## src/rtl/divider.sv

```systemverilog
// Sequential unsigned radix-2 restoring divider: one quotient bit per clock,
// sharing the op_start/op_clear/op_done handshake of the Booth multiplier.
module divider #(
    parameter int unsigned WIDTH = 64
) (
    input  logic             clk,
    input  logic             reset_n,
    input  logic             op_start,
    input  logic             op_clear,
    input  logic [WIDTH-1:0] dividend,
    input  logic [WIDTH-1:0] divisor,
    output logic             op_done,
    output logic             busy,
    output logic             div_by_zero,
    output logic [WIDTH-1:0] quotient,
    output logic [WIDTH-1:0] remainder
);

    localparam int unsigned CNT_W = $clog2(WIDTH) + 1;

    typedef enum logic [1:0] {
        IDLE = 2'd0,
        BUSY = 2'd1,
        DONE = 2'd2
    } state_t;

    state_t             state;
    logic [WIDTH-1:0]   q;
    logic [WIDTH-1:0]   r;
    logic [WIDTH-1:0]   d;
    logic [CNT_W-1:0]   cnt;

    logic [WIDTH-1:0]   r_sh;
    logic [WIDTH-1:0]   q_sh;
    logic [WIDTH:0]     trial;

    // Shift {R,Q} left one bit and trial-subtract D with a (WIDTH+1)-bit two's-complement add.
    always_comb begin
        r_sh  = {r[WIDTH-2:0], q[WIDTH-1]};
        q_sh  = {q[WIDTH-2:0], 1'b0};
        trial = {1'b0, r_sh} + {1'b1, ~d} + (WIDTH+1)'(1);
    end

    always_ff @(posedge clk or negedge reset_n) begin
        if (!reset_n) begin
            state       <= IDLE;
            q           <= '0;
            r           <= '0;
            d           <= '0;
            cnt         <= '0;
            div_by_zero <= 1'b0;
            op_done     <= 1'b0;
            busy        <= 1'b0;
        end else if (op_clear) begin
            state       <= IDLE;
            q           <= '0;
            r           <= '0;
            cnt         <= '0;
            div_by_zero <= 1'b0;
            op_done     <= 1'b0;
            busy        <= 1'b0;
        end else begin
            case (state)
                IDLE: begin
                    if (op_start) begin
                        d   <= divisor;
                        cnt <= '0;
                        if (divisor == '0) begin
                            // Divide by zero resolves in a single edge with a fixed result.
                            state       <= DONE;
                            q           <= '1;
                            r           <= dividend;
                            div_by_zero <= 1'b1;
                            op_done     <= 1'b1;
                        end else begin
                            state       <= BUSY;
                            q           <= dividend;
                            r           <= '0;
                            div_by_zero <= 1'b0;
                            busy        <= 1'b1;
                        end
                    end
                end
                BUSY: begin
                    if (!trial[WIDTH]) begin
                        r <= trial[WIDTH-1:0];
                        q <= q_sh | WIDTH'(1);
                    end else begin
                        r <= r_sh;
                        q <= q_sh;
                    end
                    cnt <= cnt + CNT_W'(1);
                    if (cnt == CNT_W'(WIDTH - 1)) begin
                        state   <= DONE;
                        busy    <= 1'b0;
                        op_done <= 1'b1;
                    end
                end
                DONE: begin
                    state <= DONE;
                end
                default: begin
                    state   <= IDLE;
                    busy    <= 1'b0;
                    op_done <= 1'b0;
                end
            endcase
        end
    end

    assign quotient  = q;
    assign remainder = r;

endmodule

```

## config.mk

```make
export PLATFORM = sky130hd
export DESIGN_NAME = divider
export DESIGN_NICKNAME = d
export VERILOG_FILES = /design/src/rtl/divider.sv
export SDC_FILE = /design/constraint.sdc
export NUM_CORES = 1
export LEC_CHECK = 0
export CORE_UTILIZATION = 50
export DETAILED_ROUTE_END_ITERATION = 16
export GPL_ROUTABILITY_DRIVEN = 0
export PLACE_DENSITY = 0.77
export SLEW_MARGIN = 40
export SYNTH_ARGS = -nofsm -noshare
export SYNTH_HDL_FRONTEND = slang
export SYNTH_SLANG_ARGS = --single-unit
export TNS_END_PERCENT = 100
```

## constraint.sdc

```tcl
create_clock -name clk -period 4.25 [get_ports clk]
set_clock_uncertainty 0.05 [all_clocks]
set_input_delay 0.85 -clock clk [delete_from_list [all_inputs] [get_ports clk]]
set_output_delay 0.85 -clock clk [all_outputs]
set_load 0.02 [all_outputs]
```

; Word level (Yosys, flattened, before mapping)
; Cells that the tools add are included.
[totals]
reg_bits = 204
input_bits = 132
out_inout_bits = 131
[classes]
n_addsub = 3
n_eq_ne = 8
n_mux = 32
bitwise = 2
n_reduce_logical = 11
[op_table]
columns = cell, count
row1 = $mux 64, 7
row2 = $pmux 64 s2, 2
row3 = $add 64x65->65, 1
row4 = $add 65x1->65 const B, 1
row5 = $logic_not 64->1, 1
row6 = $not 64->64, 1
row7 = $mux 7, 2
row8 = $pmux 7 s2, 1
row9 = $mux 1, 13
row10 = $ne 3x3->1 const B, 4
row11 = $mux 2, 4
row12 = $reduce_and 4->1, 2
row13 = $add 7x1->7 const B, 1
row14 = $eq 7x6->1 const B, 1
row15 = $pmux 1 s3, 2
row16 = $pmux 2 s3, 1
row17 = $reduce_and 2->1, 3
row18 = $reduce_bool 2->1, 2
row19 = $reduce_and 3->1, 1
row20 = $reduce_bool 3->1, 1
row21 = $eq 2x1->1 const B, 1
row22 = $eq 2x2->1 const B, 1
row23 = $logic_not 2->1, 1
row24 = $ne 2x2->1 const B, 1
row25 = $not 1->1, 1

; Logic depth before layout (Yosys ltp)
; Gate-level depths: netlist of the first run.
[depth]
word_depth = 6
ltp_mapped = 15

; Worst setup path after synthesis of the first run
; No wires, ideal clock.
[synth_path]
path_kind = flip-flop to flip-flop
startpoint = register q[63], in the netlist quotient[63]
endpoint = register r[56], in the netlist remainder[56]
setup_time_ps = 70
arrival_time_ps = 3220
required_ps = 4130
setup_slack_ps = 911
stages_incl_launch_ff = 15
n_path_buf = 1
synth_period_minus_slack_ps = 3339
cell_sequence = dfrtp_1 inv_1 ha_1 fa_1 nand2b_1 a21oi_2 o31a_1 a311oi_4 o211ai_2 and3_4 o31a_1 buf_4 nor2_8 or4b_1 nand3_1
[synth_between]
elab_chain_cells = 5
[synth_lines]
columns = element, line_no
row1 = from (decl), 28  ; logic [WIDTH-1:0] q;
row2 = from (signal assigned), 77  ; q <= dividend;
row3 = from (signal assigned), 87  ; q <= q_sh | WIDTH'(1);
row4 = from (signal assigned), 90  ; q <= q_sh;
row5 = $add 64x65->65, 41  ; trial = {1'b0, r_sh} + {1'b1, ~d} + (WIDTH+1)'(1);
row6 = $add 65x1->65, 41
row7 = $mux 64, 85  ; if (!trial[WIDTH]) begin
row8 = $pmux 64 s2, 63  ; case (state)
row9 = $mux 64, 54  ; end else if (op_clear) begin
row10 = to (signal assigned), 72  ; r <= dividend;
row11 = to (signal assigned), 86  ; r <= trial[WIDTH-1:0];
row12 = to (signal assigned), 89  ; r <= r_sh;
row13 = to (decl), 29  ; logic [WIDTH-1:0] r;
; No other way between the ends.
; A chain may end at the register's enable or synchronous reset.

; Worst setup path in the final report of the first run
; Ends and elaborated chain as after synthesis.

==> flow_metrics.tcl, run 1 <==
set metrics [dict create \
    status "finished, final reports clean" \
    setup_viol 0 \
    r2r_end "remainder[56]" \
    synth.top_cells.by_area "sky130_fd_sc_hd__dfrtp_1, sky130_fd_sc_hd__o21ai_0, sky130_fd_sc_hd__ha_1, sky130_fd_sc_hd__mux2_2, sky130_fd_sc_hd__nand2_1" \
    timing.setup.tns_ns 0 \
    worst_ir_drop_vdd_mv 0.485 \
    ys_async_sr_fraction_pct 100 \
    net_count_after_synthesis 1808 \
    postRouteWirelength_mm 44.6 \
    area_growth_syn_to_layout_pct 26.5 \
    cp.arrival_ns 4.38 \
    yosysWarningCount 0 \
    fp.dieH_um 168 \
    ant_nets 0 \
    min-delay-path-class "primary input to async pin" \
    first_global_vias 13159 \
    portBuffers 262 \
    drt_first_iter_violations 1408 \
    critical_path.reg2reg.startpoint "quotient[63]" \
    grt_antenna_before_repair 3 \
    worstSkewPairLatency_ns 0.51 \
    grt_max_degree 100 \
    syn_avg_cell_area_um2 8.62 \
    postCtsHoldBufs 0 \
    place.detailed.hpwl_mm 32.3 \
    max_cap_viol_count 0 \
    worst-r2r-setup-slack_ns 0.26 \
    htreeDepth 1 \
    slew-limit-headroom_pct 50.5 \
    ys_dominant_reg_cell "sky130_fd_sc_hd__dfrtp_1" \
    timing.critical_path.fanout_max 18 \
    shortest_period_the_worst_path_allows_ns 3.99 \
    grt_pass1_wl_mm 70.6 \
    vias_per_cell 6.25 \
    timing.reg2reg.worst_path_depth 13 \
    max-clock-path-buffers 3 \
    core_region_area_um2 27000 \
    slew_violations 0 \
    hold_slack_ns 0.134 \
    netlist-cell-type-count 73 \
    tightestPinTransition_ns 0.735 \
    max_freq_ghz 0.251 \
    total_power_density_per_cell_area_nw_per_um2 585 \
    synth_top_area_cell "sky130_fd_sc_hd__dfrtp_1" \
    num_io_pins 263 \
    fp.dieW_um 168 \
    clk_root_buffer_cell "sky130_fd_sc_hd__clkbuf_16" \
    drive_gt1_share_pct 8.44 \
    worst-endpoint-required_ns 4.65 \
    number_of_sinks_on_the_clock_net 204 \
    yosys.cell_count.top_type "sky130_fd_sc_hd__dfrtp_1" \
    grt-ovfl-total 0 \
    netlist_instances 1605 \
    wire_per_inst_um 20.6 \
    drt_pre_antenna_iters 6 \
    detail_route.drc_violations 0 \
    path_clk_slew_ns 0.06 \
    synth-edff-count 0 \
    postSynthRegisterBits 204 \
    rsz_0062_raised_after_global_routing "false" \
    cts_tree "yes" \
    synthesis.area_um2 13800 \
    timing.final.hold_violations 0 \
    numCtsBuffers 23 \
    die_area_um2 28300 \
    num-nets-final 2013 \
    yosysSeqAreaShare_pct 36.9 \
    end_kind "register" \
    gr-usage-all-layers_pct 31.0 \
    initial_utilization_pct 51.2 \
    postCtsResizedCells 0 \
    num_vias 13567 \
    timing_worst_setup_path_type "register to register" \
    netlist_top_cells_count "sky130_fd_sc_hd__dfrtp_1, sky130_fd_sc_hd__o21ai_0, sky130_fd_sc_hd__nand2_1, sky130_fd_sc_hd__a21oi_1, sky130_fd_sc_hd__clkbuf_1" \
    cts_post_setup_buffers_inserted 0 \
    start_kind "register" \
    number_of_rows_created_at_floorplan 60 \
    leakage_power_summed_over_all_cells_nw 7.48 \
    yosysTopAreaCellShare_pct 36.9 \
    final_min_period_over_clock_period_pct 93.8 \
]
kinds of logic (layout without fill, tap and decap cells):
logic type / after synthesis / after routing / synth area share, %
xor+xnor: 54 / 54 / 3.42
flops: 204 / 204 / 36.9
mux: 101 / 101 / 7.89
simple gates: 425 / 425 / 14.7
other cells: 0 / 3 / 0
buf+inv: 192 / 412 / 5.54
compound gates: 558 / 558 / 25.0
fa+ha+maj: 71 / 71 / 6.48
report_power, final:
part | switching (mW) | leakage [nW] | internal [mW] | total (mW)
Sequential | 0.422 | 2.67 | 2.55 | 2.97
Clock | 0.820 | 0.370 | 1.20 | 2.02
Combinational | 3.14 | 4.44 | 2.11 | 5.25
per-layer routing:
metal,up-vias,part of all wire (%),GRT usage [%]
met5,-,0,0
met4,0,3.0,10.5
met3,82,8.3,5.12
met2,662,47,51.2
met1,6525,42,41.2
li1,6298,-,-
state kept, by name, summed over array words and instances, names as in the netlist:
name         count
op_done          1
div_by_zero      1
busy             1
d               64
cnt              7
state            2
remainder       64
quotient        64
cell usage in the layout, fill, tap and decap left out, types with 10 or more instances in the layout:
cell                              instances
sky130_fd_sc_hd__xor2_1                  22
sky130_fd_sc_hd__a31oi_1                 21
sky130_fd_sc_hd__clkdlybuf4s50_1        261
sky130_fd_sc_hd__mux2i_1                 37
sky130_fd_sc_hd__a21oi_1                100
sky130_fd_sc_hd__mux2_2                  64
sky130_fd_sc_hd__a211oi_1                10
sky130_fd_sc_hd__nor4_1                  18
sky130_fd_sc_hd__nor3_1                  81
sky130_fd_sc_hd__o21ai_0                198
sky130_fd_sc_hd__dfrtp_1                204
sky130_fd_sc_hd__clkbuf_16               23
sky130_fd_sc_hd__o31ai_1                 11
sky130_fd_sc_hd__a21o_1                  45
sky130_fd_sc_hd__o21a_1                  12
sky130_fd_sc_hd__nor2_1                  67
sky130_fd_sc_hd__o21bai_1                12
sky130_fd_sc_hd__buf_4                   24
sky130_fd_sc_hd__xnor2_1                 32
sky130_fd_sc_hd__o21ai_1                 40
sky130_fd_sc_hd__nand3_1                 29
sky130_fd_sc_hd__ha_1                    69
sky130_fd_sc_hd__a22oi_1                 38
sky130_fd_sc_hd__inv_1                   80
sky130_fd_sc_hd__nand4_1                 25
sky130_fd_sc_hd__nand2_1                148
worst max-delay path, cell delays in order, from the launching register on:
cell	delay (ns)
sky130_fd_sc_hd__dfrtp_1	0.39
sky130_fd_sc_hd__inv_1	0.07
sky130_fd_sc_hd__ha_1	0.22
sky130_fd_sc_hd__fa_1	0.41
sky130_fd_sc_hd__nand2b_1	0.19
sky130_fd_sc_hd__a21oi_2	0.14
sky130_fd_sc_hd__o31a_1	0.33
sky130_fd_sc_hd__a311oi_4	0.16
sky130_fd_sc_hd__o211ai_2	0.26
sky130_fd_sc_hd__and3_4	0.25
sky130_fd_sc_hd__o31a_1	0.61
sky130_fd_sc_hd__nor2_8	0.16
sky130_fd_sc_hd__or4b_1	0.57
sky130_fd_sc_hd__nand3_1	0.10
worst max-delay path by stage:
stage | from | to | slack, ns | cells past startpoint
final | quotient[63] | remainder[56] | 0.26 | 13
after floorplan | quotient[63] | remainder[56] | 0.91 | 14
after global routing | quotient[63] | remainder[56] | 0.06 | 13
after CTS | quotient[63] | remainder[56] | 0.29 | 13
after global placement | quotient[63] | remainder[56] | 0.45 | 13
after detailed placement | quotient[63] | remainder[56] | 0.30 | 13
through the flow:
stage | area [µm²] | util [%] | instances | power (mW) | setup slack, ns
6_report | 17500 | 64.8 | 2169 | 10.2 | 0.265
5_1_grt | 17500 | 64.8 | 2169 | 10.8 | 0.0552
4_1_cts | 17500 | 64.6 | 2165 | 10.2 | 0.293
3_5_place_dp | 16700 | 61.9 | 2125 | 8.15 | 0.305
3_3_place_gp | 16700 | 61.9 | 2125 | 8.00 | 0.448
2_1_floorplan | 13800 | - | 1605 | 6.41 | 0.911
final cells by class:
| type | count | area [µm²] |
|---|---|---|
| fillers | 2275 | 9520 |
| multi-input cells | 1209 | 8000 |
| flip-flops and latches | 204 | 5100 |
| repair buffers | 291 | 2920 |
| clock buffers | 34 | 667 |
| well taps | 341 | 427 |
| inverters | 81 | 304 |
| clock inverters | 6 | 80.1 |
| diodes | 3 | 7.51 |
(Power assumes the default switching activity.)
==> run 2: changes to the inputs <==
Settings changed: ABC_AREA set to 1, PLACE_DENSITY 0.77 to 0.75, SLEW_MARGIN 40 to not set.
==> run 2 against run 1 <==
  * Largest cell class unchanged
  * Via count rose by 31%
  * Register-to-register slack improved by 0.50 ns
  * Die area rose by 17%
  * Critical path depth rose by 7
  * Wire length rose by 27%
  * Area after synthesis rose by 17%
  * Clock-buffer cell count fell by 2
  * Worst setup slack improved by 0.50 ns
  * Cell count rose by 53%
  * Maximum frequency rose by 14%
  * Core utilization fell by 1.5 points
  * Synthesized cell count rose by 66%
==> flow_metrics.tcl, run 2 <==
set metrics [dict create \
    postRouteWirelength_mm 56.5 \
    timing.setup.tns_ns 0 \
    cts_post_setup_buffers_inserted 0 \
    postSynthRegisterBits 204 \
    numCtsBuffers 24 \
    num_io_pins 263 \
    fp.dieH_um 182 \
    worst_ir_drop_vdd_mv 0.473 \
    crit_chain "inv_1 -> ha_1 -> fa_1 -> inv_1 -> nand3_1 -> nand2_2 -> nand2_1 -> nand2_2 -> nand2_1 -> nand2_2 -> nand2_1 -> nand2_2 -> nand2_4 -> nand2_4 -> nand2_4 -> inv_4 -> buf_12 -> nand2_1 -> nand3_1 -> nand2_1" \
    core_region_area_um2 31700 \
    min-delay-path-class "primary input to async pin" \
    combPwrFrac_pct 64.1 \
    yosys.cell_count.top_type "sky130_fd_sc_hd__nand2_1" \
    max_cap_viol_count 0 \
    num_vias 17724 \
    met2_usage_pct 52.7 \
    initial_utilization_pct 51.2 \
    synthesis.area_um2 16200 \
    yosysSeqAreaShare_pct 31.4 \
    number_of_sinks_on_the_clock_net 204 \
    final_min_period_over_clock_period_pct 82.0 \
    grt_antenna_before_repair 2 \
    gr-usage-all-layers_pct 33.9 \
    rsz_0062_raised_after_global_routing "false" \
    wire_per_inst_um 17.1 \
    path_clk_slew_ns 0.06 \
    number_of_rows_created_at_floorplan 65 \
    area_growth_syn_to_layout_pct 23.6 \
    placement.cell_area_um2 19200 \
    status "finished, final reports clean" \
    p_switching_mw 8.12 \
    power_frac_clock_pct 14.6 \
    total_power_density_per_cell_area_nw_per_um2 771 \
    slowest_delay_ns 0.41 \
    detail_route.drc_violations 0 \
    gr-usage-met1_pct 46.5 \
    layout_commonest_cell "sky130_fd_sc_hd__nand2_1" \
    worst-endpoint-required_ns 4.62 \
    critPathTopFamily "simple AND/OR/NAND/NOR gates" \
    num-nets-final 3097 \
    ant_nets 0 \
    drt_pre_antenna_iters 6 \
    slew-limit-headroom_pct 20.0 \
    grt-ovfl-total 0 \
    grt_pass1_wl_mm 89.1 \
    p_int_mw 7.34 \
    cell_type_of_the_slowest_stage_on_the_worst_timing_path "sky130_fd_sc_hd__fa_1" \
    grt_max_degree 130 \
    portBuffers 262 \
    power_frac_seq_pct 21.3 \
    netlist_instances 2668 \
    timing.final.hold_violations 0 \
    slew_violations 0 \
    yosysWarningCount 0 \
    max-clock-path-buffers 3 \
    ys_dominant_reg_cell "sky130_fd_sc_hd__dfrtp_1" \
    setup_viol 0 \
    ys_async_sr_fraction_pct 100 \
    cts_tree "yes" \
    fill_cells 2972 \
    synth_top_area_cell "sky130_fd_sc_hd__dfrtp_1" \
    leakage_power_summed_over_all_cells_nw 11.0 \
    timing.critical_path.fanout_max 32 \
    max_freq_ghz 0.287 \
    clk_root_buffer_cell "sky130_fd_sc_hd__clkbuf_16" \
    start_kind "register" \
    yosysTopAreaCellShare_pct 31.4 \
    synth.top_cells.by_area "sky130_fd_sc_hd__dfrtp_1, sky130_fd_sc_hd__nand2_1, sky130_fd_sc_hd__inv_1, sky130_fd_sc_hd__ha_1, sky130_fd_sc_hd__nor2_1" \
    postCtsResizedCells 0 \
    drive_gt1_share_pct 3.68 \
    cp.arrival_ns 3.86 \
    final_cell_mix "sky130_fd_sc_hd__nand2_1, sky130_fd_sc_hd__inv_1, sky130_fd_sc_hd__clkdlybuf4s50_1" \
    end_kind "register" \
    shortest_period_the_worst_path_allows_ns 3.49 \
    top_usage_layer "met2" \
    worstSkewPairLatency_ns 0.56 \
    netlist-cell-type-count 46 \
    synth-edff-count 0 \
    first_global_vias 16792 \
    cp.buffers_inverters 4 \
    fp.dieW_um 182 \
    crit_path_frequent_cell "sky130_fd_sc_hd__nand2_1" \
    timing_worst_setup_path_type "register to register" \
    tightestPinTransition_ns 1.20 \
    netSwitchingFraction_pct 52.5 \
    htreeDepth 1 \
    netlist_top_cells_count "sky130_fd_sc_hd__nand2_1, sky130_fd_sc_hd__inv_1, sky130_fd_sc_hd__nor2_1, sky130_fd_sc_hd__dfrtp_1, sky130_fd_sc_hd__nand3_1" \
    syn_avg_cell_area_um2 6.09 \
    place.detailed.hpwl_mm 43.4 \
    postCtsHoldBufs 0 \
    die_area_um2 33200 \
    final_design_area_no_fill_um2 20100 \
    vias_per_cell 5.35 \
    drt_first_iter_violations 1808 \
    net_count_after_synthesis 2871 \
    grt_use_met3_pct 6.13 \
]
-- run 2: cell count changes after synthesis, moves of 44 or more --
cell	change
sky130_fd_sc_hd__nand3_1	+88
sky130_fd_sc_hd__o221ai_1	+59
sky130_fd_sc_hd__o21ai_0	-85
sky130_fd_sc_hd__nand2_1	+920
sky130_fd_sc_hd__clkbuf_1	-44
sky130_fd_sc_hd__nor3_1	-64
sky130_fd_sc_hd__inv_1	+443
sky130_fd_sc_hd__a21oi_1	-44
sky130_fd_sc_hd__mux2_2	-64
sky130_fd_sc_hd__a21o_1	-45
sky130_fd_sc_hd__nor2_1	+150
-- run 2: metal layers --
| metal | share of wire [%] | wire length (µm) |
|---|---|---|
| met5 | 0.019 | 11 |
| met2 | 43 | 24400 |
| met3 | 9.8 | 5550 |
| met1 | 43 | 24200 |
| met4 | 4.2 | 2360 |
-- run 2: path summary, 6_finish.rpt --
| check | start | end | slack (ns) | cells past startpoint |
|---|---|---|---|---|
| min in group clk | d[37] | d[37] | 0.44 | 2 |
| max | quotient[63] | remainder[19] | 0.76 | 20 |
| max reg2reg | quotient[63] | remainder[19] | 0.76 | 20 |
| min | reset_n | d[23] | 0.34 | 1 |
| min reg2reg | d[37] | d[37] | 0.44 | 2 |
| max in group asynchronous | reset_n | quotient[9] | 2.80 | 2 |
-- run 2: cell families after synthesis --
group	share of synthesized area, %
simple gates	37.9
compound gates	8.84
xor+xnor	1.73
buf+inv	14.6
fa+ha+maj	5.52
flops	31.4
-- run 2: stage by stage --
| step | setup WS, ns | power (mW) | cells | util [%] | hold slack (ns) |
|---|---|---|---|---|---|
| final | 0.763 | 15.5 | 3314 | 63.3 | 0.341 |
| after detailed placement | 0.732 | 12.9 | 3270 | 60.5 | 0.427 |
| after floorplan | 1.64 | 9.70 | 2668 | - | 0.403 |
| after CTS | 0.824 | 15.2 | 3313 | 63.3 | 0.367 |
| after global placement | 0.775 | 12.8 | 3270 | 60.5 | 0.416 |
| after global routing | 0.597 | 16.6 | 3314 | 63.3 | 0.406 |
-- run 2: cell type report --
type / instances / area, µm² / area share [%]
well taps: 402 / 503 / 2.51
clock inverters: 11 / 209 / 1.04
flip-flops and latches: 204 / 5100 / 25.4
clock buffers: 32 / 651 / 3.24
inverters: 533 / 2000 / 9.98
multi-input cells: 1852 / 8790 / 43.8
repair buffers: 279 / 2800 / 14.0
diodes: 1 / 2.50 / 0.0125
-- run 2: power groups by stage --
stage | combinational (mW) | clock, mW | sequential, mW
after floorplan | 6.09 | 0 | 3.61
after global placement | 9.50 | 0 | 3.28
after detailed placement | 9.62 | 0 | 3.30
after CTS | 9.69 | 2.27 | 3.28
after global routing | 10.9 | 2.36 | 3.38
final | 9.91 | 2.26 | 3.29
-- run 2: worst register-to-register path, cell delays in order (launching register included) --
cell and delay, ns:
sky130_fd_sc_hd__dfrtp_1 0.35, sky130_fd_sc_hd__inv_1 0.08, sky130_fd_sc_hd__ha_1 0.21, sky130_fd_sc_hd__fa_1 0.41
sky130_fd_sc_hd__inv_1 0.11, sky130_fd_sc_hd__nand3_1 0.08, sky130_fd_sc_hd__nand2_2 0.12, sky130_fd_sc_hd__nand2_1 0.07
sky130_fd_sc_hd__nand2_2 0.14, sky130_fd_sc_hd__nand2_1 0.08, sky130_fd_sc_hd__nand2_2 0.10, sky130_fd_sc_hd__nand2_1 0.08
sky130_fd_sc_hd__nand2_2 0.14, sky130_fd_sc_hd__nand2_4 0.18, sky130_fd_sc_hd__nand2_4 0.26, sky130_fd_sc_hd__nand2_4 0.12
sky130_fd_sc_hd__inv_4 0.27, sky130_fd_sc_hd__buf_12 0.25, sky130_fd_sc_hd__nand2_1 0.10, sky130_fd_sc_hd__nand3_1 0.09
sky130_fd_sc_hd__nand2_1 0.05
